--- src/rtl/sprite_motion_if.sv ---
// Sprite motion bus: request/wall inputs from the keycode and maze ROM path,
// registered position and status outputs toward the renderer and collision logic.
interface sprite_motion_if #(
  parameter int POS_W = 10
) ();
  logic             pause;
  logic             life_down;
  logic [7:0]       keycode;
  logic [3:0]       wall;        // {T,B,R,L}
  logic [POS_W-1:0] pos_x;
  logic [POS_W-1:0] pos_y;
  logic [POS_W-1:0] size;
  logic [3:0]       last_dir_x;
  logic [3:0]       last_dir_y;
  logic [1:0]       state;

  modport master (
    output pause, life_down, keycode, wall,
    input  pos_x, pos_y, size, last_dir_x, last_dir_y, state
  );

  modport slave (
    input  pause, life_down, keycode, wall,
    output pos_x, pos_y, size, last_dir_x, last_dir_y, state
  );
endinterface

--- src/rtl/sprite_motion_ctrl.sv ---
// Frame-rate maze sprite motion controller with respawn hold and tunnel wrap.
// Optional queued-turn buffer enabled by defining MOTION_TURN_QUEUE_EN.
//
//   state      | meaning
//   -----------+-------------------------------------------------
//   ST_RESPAWN | held at start position, respawn counter running
//   ST_IDLE    | no direction, waiting for an open request
//   ST_MOVING  | stepping each frame in dir
//   ST_FROZEN  | pause high, position and direction held
module sprite_motion_ctrl #(
  parameter int POS_W          = 10,
  parameter int X_START        = 202,
  parameter int Y_START        = 253,
  parameter int X_MAX          = 404,
  parameter int Y_MAX          = 447,
  parameter int SIZE           = 13,
  parameter int STEP           = 1,
  parameter int TUNNEL_Y_LO    = 195,
  parameter int TUNNEL_Y_HI    = 223,
  parameter int TUNNEL_X_LO    = 10,
  parameter int TUNNEL_X_HI    = 390,
  parameter int WRAP_MARGIN    = 5,
  parameter int RESPAWN_FRAMES = 60,
  parameter int QUEUE_FRAMES   = 8
) (
  input  logic frame_clk,
  input  logic Reset,
  sprite_motion_if.slave bus
);

  typedef enum logic [1:0] {
    ST_RESPAWN = 2'd0,
    ST_IDLE    = 2'd1,
    ST_MOVING  = 2'd2,
    ST_FROZEN  = 2'd3
  } state_t;

  typedef enum logic [2:0] {
    DIR_NONE = 3'd0,
    DIR_L    = 3'd1,
    DIR_R    = 3'd2,
    DIR_U    = 3'd3,
    DIR_D    = 3'd4
  } dir_t;

  localparam int RCNT_W = $clog2(RESPAWN_FRAMES + 1);

  localparam logic [POS_W-1:0] X_START_P = POS_W'(X_START);
  localparam logic [POS_W-1:0] Y_START_P = Y_START[POS_W-1:0];
  localparam logic [POS_W-1:0] STEP_P    = POS_W'(STEP);
  localparam logic [POS_W-1:0] SIZE_P    = POS_W'(SIZE);
  localparam logic [POS_W-1:0] TYLO_P    = POS_W'(TUNNEL_Y_LO);
  localparam logic [POS_W-1:0] TYHI_P    = POS_W'(TUNNEL_Y_HI);
  localparam logic [POS_W-1:0] TXLO_P    = POS_W'(TUNNEL_X_LO);
  localparam logic [POS_W-1:0] TXHI_P    = POS_W'(TUNNEL_X_HI);
  localparam logic [POS_W-1:0] WRAP_L_P  = POS_W'(TUNNEL_X_HI - WRAP_MARGIN);
  localparam logic [POS_W-1:0] WRAP_R_P  = POS_W'(TUNNEL_X_LO + WRAP_MARGIN);
  localparam logic [POS_W:0]   SIZE_E    = (POS_W+1)'(SIZE);
  localparam logic [POS_W:0]   XMAX_E    = (POS_W+1)'(X_MAX);
  localparam logic [POS_W:0]   YMAX_E    = (POS_W+1)'(Y_MAX);
  localparam logic [RCNT_W-1:0] RCNT_LAST = RCNT_W'(RESPAWN_FRAMES - 1);

  state_t             state_q, state_d;
  dir_t               dir_q, dir_d;
  logic [POS_W-1:0]   pos_x_q, pos_x_d, pos_y_q, pos_y_d;
  logic [3:0]         ldx_q, ldx_d, ldy_q, ldy_d;
  logic [RCNT_W-1:0]  rcnt_q, rcnt_d;
`ifdef MOTION_TURN_QUEUE_EN
  localparam int QCNT_W = $clog2(QUEUE_FRAMES + 1);
  localparam logic [QCNT_W-1:0] QCNT_LOAD = QCNT_W'(QUEUE_FRAMES);
  dir_t               qdir_q, qdir_d;
  logic [QCNT_W-1:0]  qcnt_q, qcnt_d;
`endif

  dir_t               req_dir, try_dir, chosen;
  logic               in_band;
  logic               open_l, open_r, open_u, open_d;
  logic [3:0]         open_v;
  logic [POS_W:0]     px_e, py_e, l_diff, u_diff;

  // ov packs the per-side open flags as {D,U,R,L}
  function automatic logic side_open(input dir_t d, input logic [3:0] ov);
    case (d)
      DIR_L:   return ov[0];
      DIR_R:   return ov[1];
      DIR_U:   return ov[2];
      DIR_D:   return ov[3];
      default: return 1'b0;
    endcase
  endfunction

  // Keycode to direction request decode
  always_comb begin
    req_dir = DIR_NONE;
    case (bus.keycode)
      8'h04:   req_dir = DIR_L;
      8'h07:   req_dir = DIR_R;
      8'h16:   req_dir = DIR_D;
      8'h1A:   req_dir = DIR_U;
      default: req_dir = DIR_NONE;
    endcase
  end

  // Border tests widened by one bit so that pos - SIZE cannot wrap silently
  assign px_e    = {1'b0, pos_x_q};
  assign py_e    = {1'b0, pos_y_q};
  assign l_diff  = px_e - SIZE_E;
  assign u_diff  = py_e - SIZE_E;
  assign in_band = (pos_y_q >= TYLO_P) && (pos_y_q <= TYHI_P);
  assign open_l  = !bus.wall[0] && (in_band || (!l_diff[POS_W] && (l_diff != '0)));
  assign open_r  = !bus.wall[1] && (in_band || ((px_e + SIZE_E) < XMAX_E));
  assign open_u  = !bus.wall[3] && (!u_diff[POS_W] && (u_diff != '0));
  assign open_d  = !bus.wall[2] && ((py_e + SIZE_E) < YMAX_E);
  assign open_v  = {open_d, open_u, open_r, open_l};

  // Next-state, direction choice, stepping and tunnel wrap
  always_comb begin
    state_d = state_q;
    dir_d   = dir_q;
    pos_x_d = pos_x_q;
    pos_y_d = pos_y_q;
    ldx_d   = ldx_q;
    ldy_d   = ldy_q;
    rcnt_d  = rcnt_q;
    try_dir = DIR_NONE;
    chosen  = DIR_NONE;
`ifdef MOTION_TURN_QUEUE_EN
    qdir_d  = qdir_q;
    qcnt_d  = qcnt_q;
`endif
    if (bus.life_down) begin
      state_d = ST_RESPAWN;
      dir_d   = DIR_NONE;
      pos_x_d = X_START_P;
      pos_y_d = Y_START_P;
      rcnt_d  = '0;
`ifdef MOTION_TURN_QUEUE_EN
      qdir_d  = DIR_NONE;
      qcnt_d  = '0;
`endif
    end else begin
      case (state_q)
        ST_RESPAWN: begin
          if (!bus.pause) begin
            if (rcnt_q == RCNT_LAST) state_d = ST_IDLE;
            else                     rcnt_d  = rcnt_q + 1'b1;
          end
        end
        ST_FROZEN: begin
          if (!bus.pause) state_d = (dir_q != DIR_NONE) ? ST_MOVING : ST_IDLE;
        end
        default: begin
          if (bus.pause) begin
            state_d = ST_FROZEN;
          end else begin
            try_dir = req_dir;
`ifdef MOTION_TURN_QUEUE_EN
            // a live queued turn behaves like a held key
            if (req_dir == DIR_NONE) try_dir = qdir_q;
`endif
            if (try_dir != DIR_NONE && side_open(try_dir, open_v))
              chosen = try_dir;
            else if (dir_q != DIR_NONE && side_open(dir_q, open_v))
              chosen = dir_q;
            else
              chosen = DIR_NONE;
`ifdef MOTION_TURN_QUEUE_EN
            if (req_dir != DIR_NONE) begin
              if (side_open(req_dir, open_v)) begin
                qdir_d = DIR_NONE;
                qcnt_d = '0;
              end else begin
                qdir_d = req_dir;
                qcnt_d = QCNT_LOAD;
              end
            end else if (qdir_q != DIR_NONE) begin
              if (side_open(qdir_q, open_v) || qcnt_q <= 1) begin
                qdir_d = DIR_NONE;
                qcnt_d = '0;
              end else begin
                qcnt_d = qcnt_q - 1'b1;
              end
            end
`endif
            dir_d   = chosen;
            state_d = (chosen != DIR_NONE) ? ST_MOVING : ST_IDLE;
            case (chosen)
              DIR_L: begin
                ldx_d = 4'd1;
                if (in_band && pos_x_q <= TXLO_P) pos_x_d = WRAP_L_P;
                else                              pos_x_d = pos_x_q - STEP_P;
              end
              DIR_R: begin
                ldx_d = 4'd3;
                if (in_band && pos_x_q >= TXHI_P) pos_x_d = WRAP_R_P;
                else                              pos_x_d = pos_x_q + STEP_P;
              end
              DIR_U: begin
                ldy_d   = 4'd1;
                pos_y_d = pos_y_q - STEP_P;
              end
              DIR_D: begin
                ldy_d   = 4'd3;
                pos_y_d = pos_y_q + STEP_P;
              end
              default: ;
            endcase
          end
        end
      endcase
    end
  end

  // State and datapath registers; Reset also restores last_dir
  always_ff @(posedge frame_clk) begin
    if (Reset) begin
      state_q <= ST_RESPAWN;
      dir_q   <= DIR_NONE;
      pos_x_q <= X_START_P;
      pos_y_q <= Y_START_P;
      ldx_q   <= 4'd2;
      ldy_q   <= 4'd2;
      rcnt_q  <= '0;
`ifdef MOTION_TURN_QUEUE_EN
      qdir_q  <= DIR_NONE;
      qcnt_q  <= '0;
`endif
    end else begin
      state_q <= state_d;
      dir_q   <= dir_d;
      pos_x_q <= pos_x_d;
      pos_y_q <= pos_y_d;
      ldx_q   <= ldx_d;
      ldy_q   <= ldy_d;
      rcnt_q  <= rcnt_d;
`ifdef MOTION_TURN_QUEUE_EN
      qdir_q  <= qdir_d;
      qcnt_q  <= qcnt_d;
`endif
    end
  end

  assign bus.pos_x      = pos_x_q;
  assign bus.pos_y      = pos_y_q;
  assign bus.size       = SIZE_P;
  assign bus.last_dir_x = ldx_q;
  assign bus.last_dir_y = ldy_q;
  assign bus.state      = state_q;

endmodule

--- src/flat_wrapper.sv ---
// flat-port wrapper written by rule: the top's interface ports become plain ports
module sprite_motion_ctrl_flat 
#(
  parameter int POS_W          = 10,
  parameter int X_START        = 202,
  parameter int Y_START        = 253,
  parameter int X_MAX          = 404,
  parameter int Y_MAX          = 447,
  parameter int SIZE           = 13,
  parameter int STEP           = 1,
  parameter int TUNNEL_Y_LO    = 195,
  parameter int TUNNEL_Y_HI    = 223,
  parameter int TUNNEL_X_LO    = 10,
  parameter int TUNNEL_X_HI    = 390,
  parameter int WRAP_MARGIN    = 5,
  parameter int RESPAWN_FRAMES = 60,
  parameter int QUEUE_FRAMES   = 8
)
  (frame_clk, Reset, bus_pause, bus_life_down, bus_keycode, bus_wall, bus_pos_x, bus_pos_y, bus_size, bus_last_dir_x, bus_last_dir_y, bus_state);
  sprite_motion_if #(.POS_W(POS_W)) bus_i ();
  input  logic frame_clk;
  input  logic Reset;
  input wire logic [$bits(bus_i.pause)-1:0] bus_pause;
  input wire logic [$bits(bus_i.life_down)-1:0] bus_life_down;
  input wire logic [$bits(bus_i.keycode)-1:0] bus_keycode;
  input wire logic [$bits(bus_i.wall)-1:0] bus_wall;
  output wire logic [$bits(bus_i.pos_x)-1:0] bus_pos_x;
  output wire logic [$bits(bus_i.pos_y)-1:0] bus_pos_y;
  output wire logic [$bits(bus_i.size)-1:0] bus_size;
  output wire logic [$bits(bus_i.last_dir_x)-1:0] bus_last_dir_x;
  output wire logic [$bits(bus_i.last_dir_y)-1:0] bus_last_dir_y;
  output wire logic [$bits(bus_i.state)-1:0] bus_state;
  assign bus_i.pause = bus_pause;
  assign bus_i.life_down = bus_life_down;
  assign bus_i.keycode = bus_keycode;
  assign bus_i.wall = bus_wall;
  assign bus_pos_x = bus_i.pos_x;
  assign bus_pos_y = bus_i.pos_y;
  assign bus_size = bus_i.size;
  assign bus_last_dir_x = bus_i.last_dir_x;
  assign bus_last_dir_y = bus_i.last_dir_y;
  assign bus_state = bus_i.state;
  sprite_motion_ctrl #(.POS_W(POS_W), .X_START(X_START), .Y_START(Y_START), .X_MAX(X_MAX), .Y_MAX(Y_MAX), .SIZE(SIZE), .STEP(STEP), .TUNNEL_Y_LO(TUNNEL_Y_LO), .TUNNEL_Y_HI(TUNNEL_Y_HI), .TUNNEL_X_LO(TUNNEL_X_LO), .TUNNEL_X_HI(TUNNEL_X_HI), .WRAP_MARGIN(WRAP_MARGIN), .RESPAWN_FRAMES(RESPAWN_FRAMES), .QUEUE_FRAMES(QUEUE_FRAMES)) u_core (.frame_clk(frame_clk), .Reset(Reset), .bus(bus_i));
endmodule
--- config.mk ---
export PLATFORM = sky130hd
export DESIGN_NAME = sprite_motion_ctrl_flat
export DESIGN_NICKNAME = d
export VERILOG_FILES = /design/src/rtl/sprite_motion_if.sv /design/src/rtl/sprite_motion_ctrl.sv /design/src/flat_wrapper.sv
export SDC_FILE = /design/constraint.sdc
export NUM_CORES = 1
export LEC_CHECK = 0
export BUFFER_PORTS_ARGS = -buffer_cell sky130_fd_sc_hd__buf_2
export CORE_ASPECT_RATIO = 0.8
export CORE_UTILIZATION = 30
export CTS_BUF_LIST = sky130_fd_sc_hd__clkbuf_8
export CTS_CLUSTER_DIAMETER = 50
export CTS_CLUSTER_SIZE = 10
export DETAILED_ROUTE_END_ITERATION = 8
export PLACE_DENSITY = 0.59
export SYNTH_ARGS = -nofsm -noshare
export SYNTH_HDL_FRONTEND = slang
export SYNTH_SLANG_ARGS = --single-unit
--- constraint.sdc ---
create_clock -name frame_clk -period 7.95 [get_ports frame_clk]
set_input_delay 1.59 -clock frame_clk [delete_from_list [all_inputs] [get_ports frame_clk]]
set_output_delay 1.59 -clock frame_clk [all_outputs]
set_load 0.05 [all_outputs]
# == Yosys cells after proc, flatten, opt, wreduce, memory -nomap -nowiden ==
# Index checks and enable logic that the tools add are counted.
# op_classes
muxes,28
n_bitwise,4
n_addsub,9
n_reduce_logical,36
order_cmp,6
n_eq_ne,21
# op_table
cell,n
$pmux W10 S2,2
$add A10 B4 Y11 const B,2
$lt A11 B9 Y1 const B,2
$reduce_bool A11 Y1,2
$sub A10 B4 Y11 const B,2
$add A10 B1 Y10 const B,2
$mux W10,2
$sub A10 B1 Y10 const B,2
$eq A3 B2 Y1 const B,6
$eq A8 B3 Y1 const B,2
$eq A8 B5 Y1 const B,2
$pmux W4 S2,2
$mux W3,5
$mux W2,6
$pmux W3 S4,1
$reduce_and A3 Y1,4
$logic_and A1 B1 Y1,11
$ge A10 B8 Y1 const B,1
$ge A10 B9 Y1 const B,1
$le A10 B4 Y1 const B,1
$le A10 B8 Y1 const B,1
$eq A3 B1 Y1 const B,3
$eq A3 B3 Y1 const B,3
$reduce_bool A3 Y1,3
16 further kinds,36
# totals
input_bits,16
reg_bits,39

# == Depth between registers and ports, before layout ==
# Gate-level depths: netlist of the first run.
# depth
word_depth,24
ltp_mapped,19

# == Least setup slack after synthesis of the first run ==
# No wires, ideal clock.
# synth_path
kind,input to register
from,input bus_keycode[5]
to,"register u_core.pos_y_q[9], in the netlist u_core.bus.pos_y[9]"
path_buffers,1
slack_ns,3.037
required_time_ns,7.834
cell_stages,17
t_arrival_ns,4.797
path_cell_list,or3_1 -> or3_1 -> nor3_1 -> a2bb2oi_2 -> nand4_1 -> o21a_1 -> buf_4 -> ha_1 -> a21o_1 -> a21oi_1 -> nor2b_1 -> o21a_1 -> o41a_1 -> a31oi_1 -> xnor2_1 -> a31oi_1 -> a41o_1
# synth_via
elab_chain_cells,15
# synth_lines
item,line_no,source
"start, declared",flat_wrapper.sv:25,input wire logic [$bits(bus_i.keycode)-1:0] bus_keycode;
$eq A8 B5 Y1 or $eq A8 B3 Y1 (tied branches),sprite_motion_ctrl.sv:95,case (bus.keycode)
$pmux W3 S4 (*),sprite_motion_ctrl.sv:95,
"$eq A3 B3 Y1, or another cell as far along",sprite_motion_ctrl.sv:83,case (d)
$pmux W1 S4,sprite_motion_ctrl.sv:83,
$mux W1,sprite_motion_ctrl.sv:153,if (bus.pause) begin
$mux W1,sprite_motion_ctrl.sv:142,case (state_q)
$mux W1,sprite_motion_ctrl.sv:131,if (bus.life_down) begin
$logic_and A1 B1 Y1,sprite_motion_ctrl.sv:161,"if (try_dir != DIR_NONE && side_open(try_dir, open_v))"
$mux W3 (*),sprite_motion_ctrl.sv:161,
$mux W3 (*),sprite_motion_ctrl.sv:153,
$mux W3 (*),sprite_motion_ctrl.sv:142,
$mux W3 (*),sprite_motion_ctrl.sv:131,
$eq A3 B2 Y1 or $eq A3 B3 Y1 (tied branches),sprite_motion_ctrl.sv:187,case (chosen)
$reduce_bool A2 Y1 (no source line),n/a,
$reduce_and A3 Y1 (no source line),n/a,
"end signal, assigned",sprite_motion_ctrl.sv:232,pos_y_q <= pos_y_d;
"end, declared",sprite_motion_ctrl.sv:65,"logic [POS_W-1:0] pos_x_q, pos_x_d, pos_y_q, pos_y_d;"
# Every way passes the cells marked *; elsewhere a longest branch is shown, timed or not. The select of a mux whose other input is x is not followed.
# A chain may end at the register's enable or synchronous reset.

# == Final worst setup path of the first run ==
# Ends and elaborated chain as after synthesis.

==> results of run 1 <==
==> path summary, 6_finish.rpt <==
kind                               to                startpoint  slack, ps
max               u_core.bus.pos_y[9]            bus_keycode[5]       2570
max reg2reg       u_core.bus.pos_y[9]       u_core.bus.pos_x[0]       2960
min          u_core.bus.last_dir_y[0]  u_core.bus.last_dir_y[0]        480
min reg2reg  u_core.bus.last_dir_y[0]  u_core.bus.last_dir_y[0]        480
==> registers in the layout (all words and copies together) (netlist names) <==
| register | count |
|---|---|
| u_core.bus.pos_x | 10 |
| u_core.dir_q | 3 |
| u_core.bus.last_dir_y | 2 |
| u_core.bus.pos_y | 10 |
| u_core.bus.last_dir_x | 2 |
| u_core.rcnt_q | 6 |
| u_core.bus.state | 2 |
==> worst min-delay path: cells and delay by family (launching register included) <==
kind / cells / cell delay, ps
flops: 1 / 320
compound gates: 1 / 60
buf+inv: 1 / 50
==> power groups by stage <==
stage          sequential (mW)  combinational, mW  clock (mW)
2_1_floorplan            0.180             0.0311           0
3_3_place_gp             0.180             0.0332           0
3_5_place_dp             0.180             0.0333           0
4_1_cts                  0.176             0.0334       0.128
5_1_grt                  0.176             0.0357       0.137
6_report                 0.176             0.0337       0.126
==> metal layers <==
layer / global-route usage (%) / part of all wire, % / up-vias
met1: 23.3 / 51 / 1491
met5: 0 / 0 / -
met3: 2.78 / 5.9 / 6
met4: 3.16 / 0.95 / 0
met2: 24.1 / 42 / 97
li1: - / - / 1562
==> kinds of logic after synthesis <==
family                     Yosys count  synth area share, %
DFF                                 35                 21.3
xor gates and xnor gates            17                 5.65
buffers and inverters               48                 8.08
adders and majority gates           19                 7.44
muxes                                6                 1.86
and+or+nand+nor                    152                 25.0
other                                2                0.228
AOI/OAI and AO/OA                  129                 30.5
==> synthesized netlist by cell type, types with 6 or more instances <==
| library cell | number |
|---|---|
| dfxtp_1 | 35 |
| nor2_1 | 34 |
| nand2_1 | 26 |
| a21oi_1 | 22 |
| o21ai_0 | 19 |
| ha_1 | 18 |
| buf_4 | 16 |
| clkbuf_1 | 16 |
| nor3_1 | 14 |
| nand3_1 | 13 |
| a211oi_1 | 11 |
| inv_1 | 10 |
| and2_1 | 8 |
| nand4_1 | 8 |
| xnor2_1 | 8 |
| a31oi_1 | 7 |
| nor2b_1 | 7 |
| xor2_1 | 7 |
| o21a_1 | 6 |
==> layout make-up <==
type	count	area share, %
Clock buffer	5	1.92
Clock inverter	3	0.349
Inverter	10	1.05
Multi-Input combinational cell	337	66.3
Sequential cell	35	19.6
Tap cell	140	4.89
Timing Repair Buffer	42	5.94
==> metrics by stage <==
step           util [%]  hold slack [ps]
2_1_floorplan         -              458
3_3_place_gp       33.5              453
3_5_place_dp       33.5              455
4_1_cts            34.3              473
5_1_grt            34.3              523
6_report           34.3              475
==> summary.txt, run 1 <==
Clocking
  • Clock Tree Root: clkbuf_8
  • Setup bufs post-CTS: 0
  • Post-CTS Hold Buffers: 0
  • CTS buffer count: 5
  • Clk pin slew, worst setup/hold paths: 70 ps
  • Clk Latency, worst-skew pair: ~290 ps
  • Clock tree buffer depth: 2
  • TritonCTS clock tree: built
  • Post-CTS sizing: 0
  • H-tree depth: 2
  • CTS Sinks: 35

Cells and area
  • Most common cell after layout, fill and taps aside: buf_2
  • Finished Layout Cells: approximately 570
  • Finished Cell Area: 0.00358 sq mm
  • Area delta synth->final: 8.65%
  • ANT cells: 0
  • Final Net Count: 466
  • Sequential cell area: 701 sq um
  • Fill cells: 1106
  • Fraction of layout cells with a size suffix above 1: between 10% and 20%
  • Multi-input gate area: 0.00237 sq mm
  • Commonest non-fill, non-tap cells in the layout: buf_2 (41), dfxtp_1 (35), nor2_1 (34)

Floorplanning
  • Die area: 0.0114 sq mm
  • Die Span Y: approximately 96 um
  • Initial Util: 31.6%
  • Top Ports: 56
  • Die width: 119 um
  • Num rows: 33
  • Core area: 0.0104 sq mm

Synthesis
  • Library cells used by synthesis: 83
  • Cells after Synth: a little over 400
  • Post-Syn Area: 0.00330 sq mm
  • Synth area leader: dfxtp_1
  • Sequential cell area fraction in the yosys report: between 20% and 30%
  • Post-synthesis area per instance: 8.08 sq um
  • Ys Warns: 0
  • Flops & latches, synth: 35
  • Post-synth EDFFs: 0
  • Top-area cell type share of the netlist area: 21.3%
  • Top post-synthesis cells by area: dfxtp_1 (21%), ha_1 (6.8%), nor2_1 (3.9%), buf_4 (3.6%), a21oi_1 (3.3%)
  • Ys flop type: dfxtp_1
  • Synth async-reset ratio: 0%

Placed design
  • I/O Buffers: 41
  • HPWL Detailed: 6430 um
  • Pre-CTS WS: approximately 2300 ps
  • Area of placed instances: 0.00350 sq mm
  • Gpl congestion: 0.853
  • Placed cell count: 564

Power
  • Worst vdd ir: 58.5 uV
  • Static Leak: 1.27 nW
  • Combinational power share: roughly a tenth
  • P_sw: just over 90 uW
  • Internal: 242 uW
  • Final total power: 336 uW
  • Power density over the cells: between 90 and 100 mW/mm^2
  • Clock group share of total power: 37.6%
  • Seq pwr share: 52.4%
  • Switching Fraction: approximately 28%

Setup path
  • Cells along the critical path: buf_2 > or3_1 > nor3_1 > nand3b_1 > a2bb2oi_2 > nand4_1 > o21a_1 > ha_1 > a21o_1 > a21oi_1 > nor2b_1 > o21a_1 > o41a_1 > a31oi_1 > xnor2_1 > a31oi_1 > a41o_1
  • Top delay family on crit path: compound AO/OA/AOI/OAI gates
  • CP bufs+invs: 1
  • WP data required: 8130 ps
  • Worst Setup Start Kind: input pin
  • Critical-path top delay cell: o21a_1
  • Worst R2R Path Depth: 18
  • WS Path Type: in2reg
  • Critical Path End Type: flop
  • Worst path max stage delay: roughly 570 ps
  • Crit path max fanout: 17
  • CP arrival: 5560 ps
  • Critical path depth: 17

Timing
  • Worst Slack Setup Final: 2570 ps
  • Final Slew Violations: 0
  • Tmin final: between 5000 and 6000 ps
  • Worst slew pin tran: 1120 ps
  • Final worst path period share: 67.7%
  • Clk_skew: 12.0 ps
  • Slew HR: 24.9%
  • Final setup vio count: 0
  • Highest Clock Rate: 186 MHz
  • Hold Vio Cnt, Final: 0
  • Setup tns final: 0 ps
  • RSZ-0062 raised after global routing: no

Global route
  • Vias in the first global route: roughly 2800
  • First-pass GRT wire length: about 14000 um
  • Largest net degree at the start of global routing: 20
  • Initial antenna violation count: 0
  • GRT Residual Overflow: 0
  • Gr usage total: ~16%

Outcome
  • Status: finished clean

Routing
  • Detailed-route wire length per cell: 15.6 um
  • Post-DR vias/cell: 5.52
  • Via count: 3156
  • Final WL: 8940 um
  • Initial DRT Pass Iterations: 5
  • DRT antenna net count: 0
  • 1st-iter DRT viols: 268
  • Number of remaining DRC errors: 0

Job
  • Max-Cap Viols: 0

Hold path
  • Worst Hold Depth: 2
  • HP Class: reg2reg
(Power assumes the default switching activity.)
==> run 2: changes to the inputs <==
clock period = 5.12 ns   (was 7.95 ns; I/O delays follow)
==> summary.txt, run 2 (same netlist as run 1, synthesis figures left out) <==
Outcome
  • Status: finished clean

Timing
  • Final worst path period share: between 80% and 90%
  • Final setup vio count: 0 (unchanged)
  • Clk_skew: 6.04 ps (-5.93 ps)
  • Tmin final: 4460 ps
  • Highest Clock Rate: 224 MHz
  • RSZ-0062 raised after global routing: no
  • Min Hold Slack: 480 ps (+5.27 ps)
  • Slew HR: 38.5% (+14 points)
  • Worst slew pin tran: 921 ps (-204 ps)
  • Setup tns final: 0 ps (unchanged)
  • Final Slew Violations: 0 (unchanged)
  • Hold Vio Cnt, Final: 0 (unchanged)
  • Worst Slack Setup Final: 662 ps (-1910 ps)

Routing
  • Initial DRT Pass Iterations: 5 (unchanged)
  • DRT antenna net count: 0 (unchanged)
  • Final WL: 9120 um (+2.0%)
  • Detailed-route wire length per cell: 15.8 um (+1.1%)
  • Number of remaining DRC errors: 0 (unchanged)
  • Post-DR vias/cell: 5.61 (+1.7%)
  • Via count: 3238 (+2.6%)
  • 1st-iter DRT viols: 233 (-13%)

Job
  • Max-Cap Viols: 0 (unchanged)

Cells and area
  • Fraction of layout cells with a size suffix above 1: 18.3% (+0.95 points)
  • Area delta synth->final: 9.79%
  • Commonest non-fill, non-tap cells in the layout: buf_2 (41), dfxtp_1 (35), nor2_1 (34)
  • Most common cell after layout, fill and taps aside: buf_2
  • Final Net Count: 471 (+1.1%)
  • ANT cells: 0 (unchanged)
  • Fill cells: 1118 (+1.1%)

Setup path
  • Crit path max fanout: 15 (-2)
  • Critical Path End Type: flop
  • WS Path Type: reg2reg
  • Critical-path top delay cell: dfxtp_1
  • Most used cell, CP: o21a_1
  • CP arrival: 4640 ps (-920 ps)
  • Top delay family on crit path: compound AO/OA/AOI/OAI gates
  • Worst reg2reg startpoint: u_core.bus.pos_y[0]
  • CP bufs+invs: 2 (+1)
  • Worst path max stage delay: 610 ps (+40 ps)
  • WP data required: 5310 ps (-2820 ps)
  • R2R setup slack: 660 ps (-2300 ps)
  • Worst R2R Path Depth: 18 (unchanged)
  • Worst Setup Start Kind: flop
  • FF-to-FF End: u_core.bus.pos_y[9]
  • Cells along the critical path: inv_1 > ha_1 > nor2b_1 > a41o_1 > a21oi_1 > o21a_1 > nand4_1 > o21a_1 > buf_4 > ha_1 > a21oi_1 > nor2b_1 > o21a_1 > o41a_1 > a31oi_1 > xnor2_1 > a31oi_1 > a41o_1

Clocking
  • Clock Tree Root: clkbuf_8
  • Setup bufs post-CTS: 0 (unchanged)
  • Post-CTS Hold Buffers: 0 (unchanged)
  • Clk pin slew, worst setup/hold paths: 70 ps (about the same)
  • Clk Latency, worst-skew pair: 290 ps (about the same)
  • Post-CTS sizing: 0 (unchanged)
  • Clock tree buffer depth: 2 (unchanged)
  • TritonCTS clock tree: built
  • H-tree depth: 2 (unchanged)
  • CTS buffer count: 5 (unchanged)
  • CTS Sinks: 35 (unchanged)

Floorplanning
  • Die Span Y: 95.8 um (unchanged)
  • Die width: 119 um (unchanged)
  • Initial Util: 31.6% (unchanged)
  • Core area: 0.0104 sq mm (unchanged)
  • Top Ports: 56 (unchanged)
  • Die area: 0.0114 sq mm (unchanged)
  • Num rows: 33 (unchanged)

Hold path
  • Worst Hold Depth: 2 (unchanged)
  • Hold_sp: u_core.bus.last_dir_y[0]
  • HP Class: reg2reg
  • Hold endpoint: u_core.bus.last_dir_y[0]

Global route
  • GRT Residual Overflow: 0 (unchanged)
  • First-pass GRT wire length: 14600 um (+0.48%)
  • Largest net degree at the start of global routing: 20 (unchanged)
  • Initial antenna violation count: 0 (unchanged)
  • Gr usage total: 16.0% (+0.13 points)
  • Vias in the first global route: 2883 (+2.4%)

Power
  • Final total power: 519 uW (+55%)
  • Static Leak: 1.30 nW (+1.9%)
  • Power density over the cells: 143 mW/mm^2 (+53%)
  • Worst vdd ir: 80.4 uV (+37%)

Placed design
  • Gpl congestion: 0.852 (-0.22%)
  • I/O Buffers: 41 (unchanged)
  • HPWL Detailed: 6560 um (+1.9%)
  • Pre-CTS WS: 425 ps (-1850 ps)
## run 2: cell count changes in the layout (fill, tap and decap cells not counted), sizes merged
cell  previous run  this run
buf             42        47
## run 2: cell type report
cell class              instances  area [sq um]  share of cell area [%]
clock inverters                 3          12.5                   0.346
well taps                     140           175                    4.84
multi-input cells             337          2370                    65.6
flip-flops and latches         35           701                    19.4
inverters                      10          37.5                    1.04
repair buffers                 47           250                    6.91
clock buffers                   5          68.8                    1.90
## run 2: stage by stage
step	instances	utilization (%)	cell area, sq um
3_5_place_dp	569	33.9	3540
3_3_place_gp	569	33.9	3540
2_1_floorplan	420	-	3340
5_1_grt	577	34.7	3620
6_report	577	34.7	3620
4_1_cts	577	34.7	3620
## run 2: per-layer routing
layer	part of all wire, %	vias up	GRT usage, %
met5	0	-	0
met2	42	140	24.0
met4	1.8	0	5.06
met3	7.4	17	3.20
met1	49	1508	22.8
li1	-	1573	-
## run 2: worst max path at each step
stage	slack, ps	end	cells past startpoint	startpoint
detailed placement	430	u_core.bus.pos_y[9]	17	bus_keycode[5]
floorplan	730	u_core.bus.pos_y[9]	19	u_core.bus.pos_y[0]
global placement	560	u_core.bus.pos_y[9]	17	bus_keycode[5]
CTS	670	u_core.bus.pos_y[9]	18	u_core.bus.pos_y[0]
global route	400	u_core.bus.pos_y[9]	18	u_core.bus.pos_y[0]
finish	660	u_core.bus.pos_y[9]	18	u_core.bus.pos_y[0]
## run 2: power breakdown
part | total (mW) | switching [mW] | internal, mW
logic | 0.0521 | 0.0399 | 0.0123
registers | 0.273 | 0.000548 | 0.273
clock network | 0.194 | 0.102 | 0.0915
## run 2: worst register-to-register path: stages, from the launching register on
cell and delay [ps]:
dfxtp_1 610, inv_1 120, ha_1 300, nor2b_1 150, a41o_1 260, a21oi_1 310
o21a_1 180, nand4_1 90, o21a_1 250, buf_4 210, ha_1 330, a21oi_1 210
nor2b_1 70, o21a_1 190, o41a_1 340, a31oi_1 220, xnor2_1 160, a31oi_1 110
a41o_1 220
==> run 3: changes to the inputs <==
ABC_AREA = 1   (was unset)
CAP_MARGIN = 20   (was unset)
CORE_ASPECT_RATIO = unset   (was 0.8)
==> summary.txt, run 3 <==
Clocking
  • Setup bufs post-CTS: 0 (unchanged)
  • Clock tree buffer depth: 2 (unchanged)
  • Clock Tree Root: clkbuf_8
  • CTS Sinks: 35 (unchanged)
  • TritonCTS clock tree: built
  • Post-CTS sizing: 0 (unchanged)
  • Post-CTS Hold Buffers: 0 (unchanged)
  • Clk Latency, worst-skew pair: 290 ps (about the same)
  • Clk pin slew, worst setup/hold paths: 70 ps (about the same)
  • CTS buffer count: 5 (unchanged)
  • H-tree depth: 2 (unchanged)

Global route
  • GRT Residual Overflow: 0 (unchanged)
  • M1 GR Usage: 20.1% (-2.7 points)
  • Global routing usage on met2: 25.8% (+1.8 points)
  • GR peak layer: met2
  • Gr usage total: 15.3% (-0.73 points)
  • Vias in the first global route: 3199 (+11%)
  • First-pass GRT wire length: 14400 um (-1.3%)
  • Initial antenna violation count: 0 (unchanged)
  • Met3 usage: 2.41% (-0.79 points)
  • Largest net degree at the start of global routing: 24 (+20%)

Cells and area
  • Final core occ: 34.1% (-0.57 points)
  • Commonest non-fill, non-tap cells in the layout: nand2_1 (158), inv_1 (78), nand3_1 (59)
  • Final Net Count: 631 (+34%)
  • ANT cells: 0 (unchanged)
  • Finished Layout Cells: 737 (+28%)
  • Finished Cell Area: 0.00371 sq mm (+2.5%)
  • Fraction of layout cells with a size suffix above 1: 14.1% (-4.2 points)
  • Most common cell after layout, fill and taps aside: nand2_1
  • Area delta synth->final: 10.2%

Placed design
  • Pre-CTS WS: 773 ps (+348 ps)
  • Gpl congestion: 0.896 (+5.2%)
  • HPWL Detailed: 6720 um (+2.4%)
  • Area of placed instances: 0.00363 sq mm (+2.6%)
  • I/O Buffers: 41 (unchanged)
  • Placed cell count: 729 (+28%)

Timing
  • RSZ-0062 raised after global routing: no
  • Tmin final: 4120 ps (-333 ps)
  • Final Slew Violations: 0 (unchanged)
  • Hold Vio Cnt, Final: 0 (unchanged)
  • Clk_skew: 5.11 ps (-0.927 ps)
  • Setup tns final: 0 ps (unchanged)
  • Min Hold Slack: 444 ps (-36.1 ps)
  • Final worst path period share: 80.6% (-6.5 points)
  • Worst slew pin tran: 532 ps (-388 ps)
  • Highest Clock Rate: 242 MHz (+8.1%)
  • Worst Slack Setup Final: 995 ps (+333 ps)
  • Slew HR: 64.2% (+26 points)
  • Final setup vio count: 0 (unchanged)

Synthesis
  • Library cells used by synthesis: 40 (-52%)
  • Post-Syn Area: 0.00337 sq mm (+2.1%)
  • Post-synthesis area per instance: 6.03 sq um (-25%)
  • Synth async-reset ratio: 0% (unchanged)
  • Flops & latches, synth: 35 (unchanged)
  • Synth area leader: dfxtp_1
  • Ys flop type: dfxtp_1
  • Sequential cell area fraction in the yosys report: 20.8% (-0.44 points)
  • Cells after Synth: 558 (+37%)
  • Top post-synthesis cells by area: dfxtp_1 (21%), nand2_1 (18%), nand3_1 (8.8%), inv_1 (8.5%), ha_1 (6.7%)
  • Post-synth top cells: nand2_1 (158), inv_1 (76), nand3_1 (59), nor2_1 (56), dfxtp_1 (35)
  • Top-area cell type share of the netlist area: 20.8% (-0.44 points)
  • Post-synth EDFFs: 0 (unchanged)
  • Ys Warns: 0 (unchanged)
  • Most common cell in the synthesized netlist: nand2_1

Floorplanning
  • Die width: 108 um (-9.5%)
  • Die area: 0.0117 sq mm (+2.1%)
  • Top Ports: 56 (unchanged)
  • Die Span Y: 108 um (+13%)
  • Initial Util: 30.9% (-0.64 points)
  • Core area: 0.0109 sq mm (+4.2%)
  • Num rows: 38 (+15%)

Setup path
  • Worst path max stage delay: 500 ps (-110 ps)
  • WP data required: 5340 ps (+30 ps)
  • CP Launch Point: u_core.bus.pos_x[0]
  • Crit path max fanout: 11 (-4)
  • Worst Setup Start Kind: flop
  • R2R setup slack: 1000 ps (+330 ps)
  • Most used cell, CP: nand2_1
  • Critical-path top delay cell: dfxtp_1
  • CP arrival: 4340 ps (-300 ps)
  • CP bufs+invs: 2 (unchanged)
  • Top delay family on crit path: simple AND/OR/NAND/NOR gates
  • Critical Path End Type: flop
  • WS Path Type: reg2reg
  • Worst reg2reg startpoint: u_core.bus.pos_x[0]

Routing
  • Final WL: 8600 um (-5.6%)
  • Initial DRT Pass Iterations: 4 (-1)
  • Number of remaining DRC errors: 0 (unchanged)
  • 1st-iter DRT viols: 130 (-44%)
  • DRT antenna net count: 0 (unchanged)
  • Post-DR vias/cell: 4.75 (-15%)
  • Detailed-route wire length per cell: 11.7 um (-26%)
  • Via count: 3503 (+8.2%)

Power
  • Static Leak: 1.94 nW (+49%)
  • Worst vdd ir: 64.0 uV (-20%)
  • Final total power: 511 uW (-1.7%)
  • Power density over the cells: 138 mW/mm^2 (-4.1%)

Hold path
  • HP Class: reg2reg
  • Hold_sp: u_core.bus.last_dir_x[0]

Job
  • Max-Cap Viols: 0 (unchanged)

Outcome
  • Status: finished clean
run 3: power by group:
group	total, mW	leakage (nW)	switching [mW]	internal [mW]
Combinational	0.0445	1.60	0.0366	0.00794
Sequential	0.273	0.283	0.000335	0.273
Clock	0.193	0.0505	0.101	0.0915
run 3: worst paths after layout:
kind         cells past startpoint                  endpoint
max                             30       u_core.bus.pos_y[9]
min                              2  u_core.bus.last_dir_x[0]
max reg2reg                     30       u_core.bus.pos_y[9]
min reg2reg                      2  u_core.bus.last_dir_x[0]
run 3: routing by layer:
layer  routed length (um)  share of wire [%]  up-vias
li1                     -                  -     1837
met1                 4200                 49     1583
met2                 3980                 46       75
met3                  325                3.8        8
met4                   96                1.1        0
met5                    0                  0        -
run 3: worst reg2reg max path, delay by kind of cell, from the launching register on:
| family | cells | cell delay (ps) |
|---|---|---|
| compound gates | 4 | 700 |
| flops | 1 | 500 |
| buf+inv | 2 | 380 |
| fa+ha+maj | 2 | 680 |
| simple gates | 22 | 1810 |
run 3: cell families (layout without fill, tap and decap cells):
logic type / count (synthesis) / count (layout) / share of synthesized area (%)
XOR/XNOR: 14 / 14 / 3.64
buffers and inverters: 102 / 129 / 13.9
AND/OR/NAND/NOR: 330 / 330 / 45.1
flip-flops: 35 / 35 / 20.8
adder cells (fa/ha/maj): 19 / 19 / 7.28
other: 2 / 14 / 0.223
AO/OA/AOI/OAI: 56 / 56 / 9.07
run 3: layout make-up:
type / count / area (sq um)
inverter: 79 / 297
tap: 140 / 175
clock buffer: 5 / 68.8
clock inverter: 3 / 12.5
fill: 1201 / 7180
multi-input combinational: 433 / 2240
sequential: 35 / 701
timing repair buffer: 42 / 213
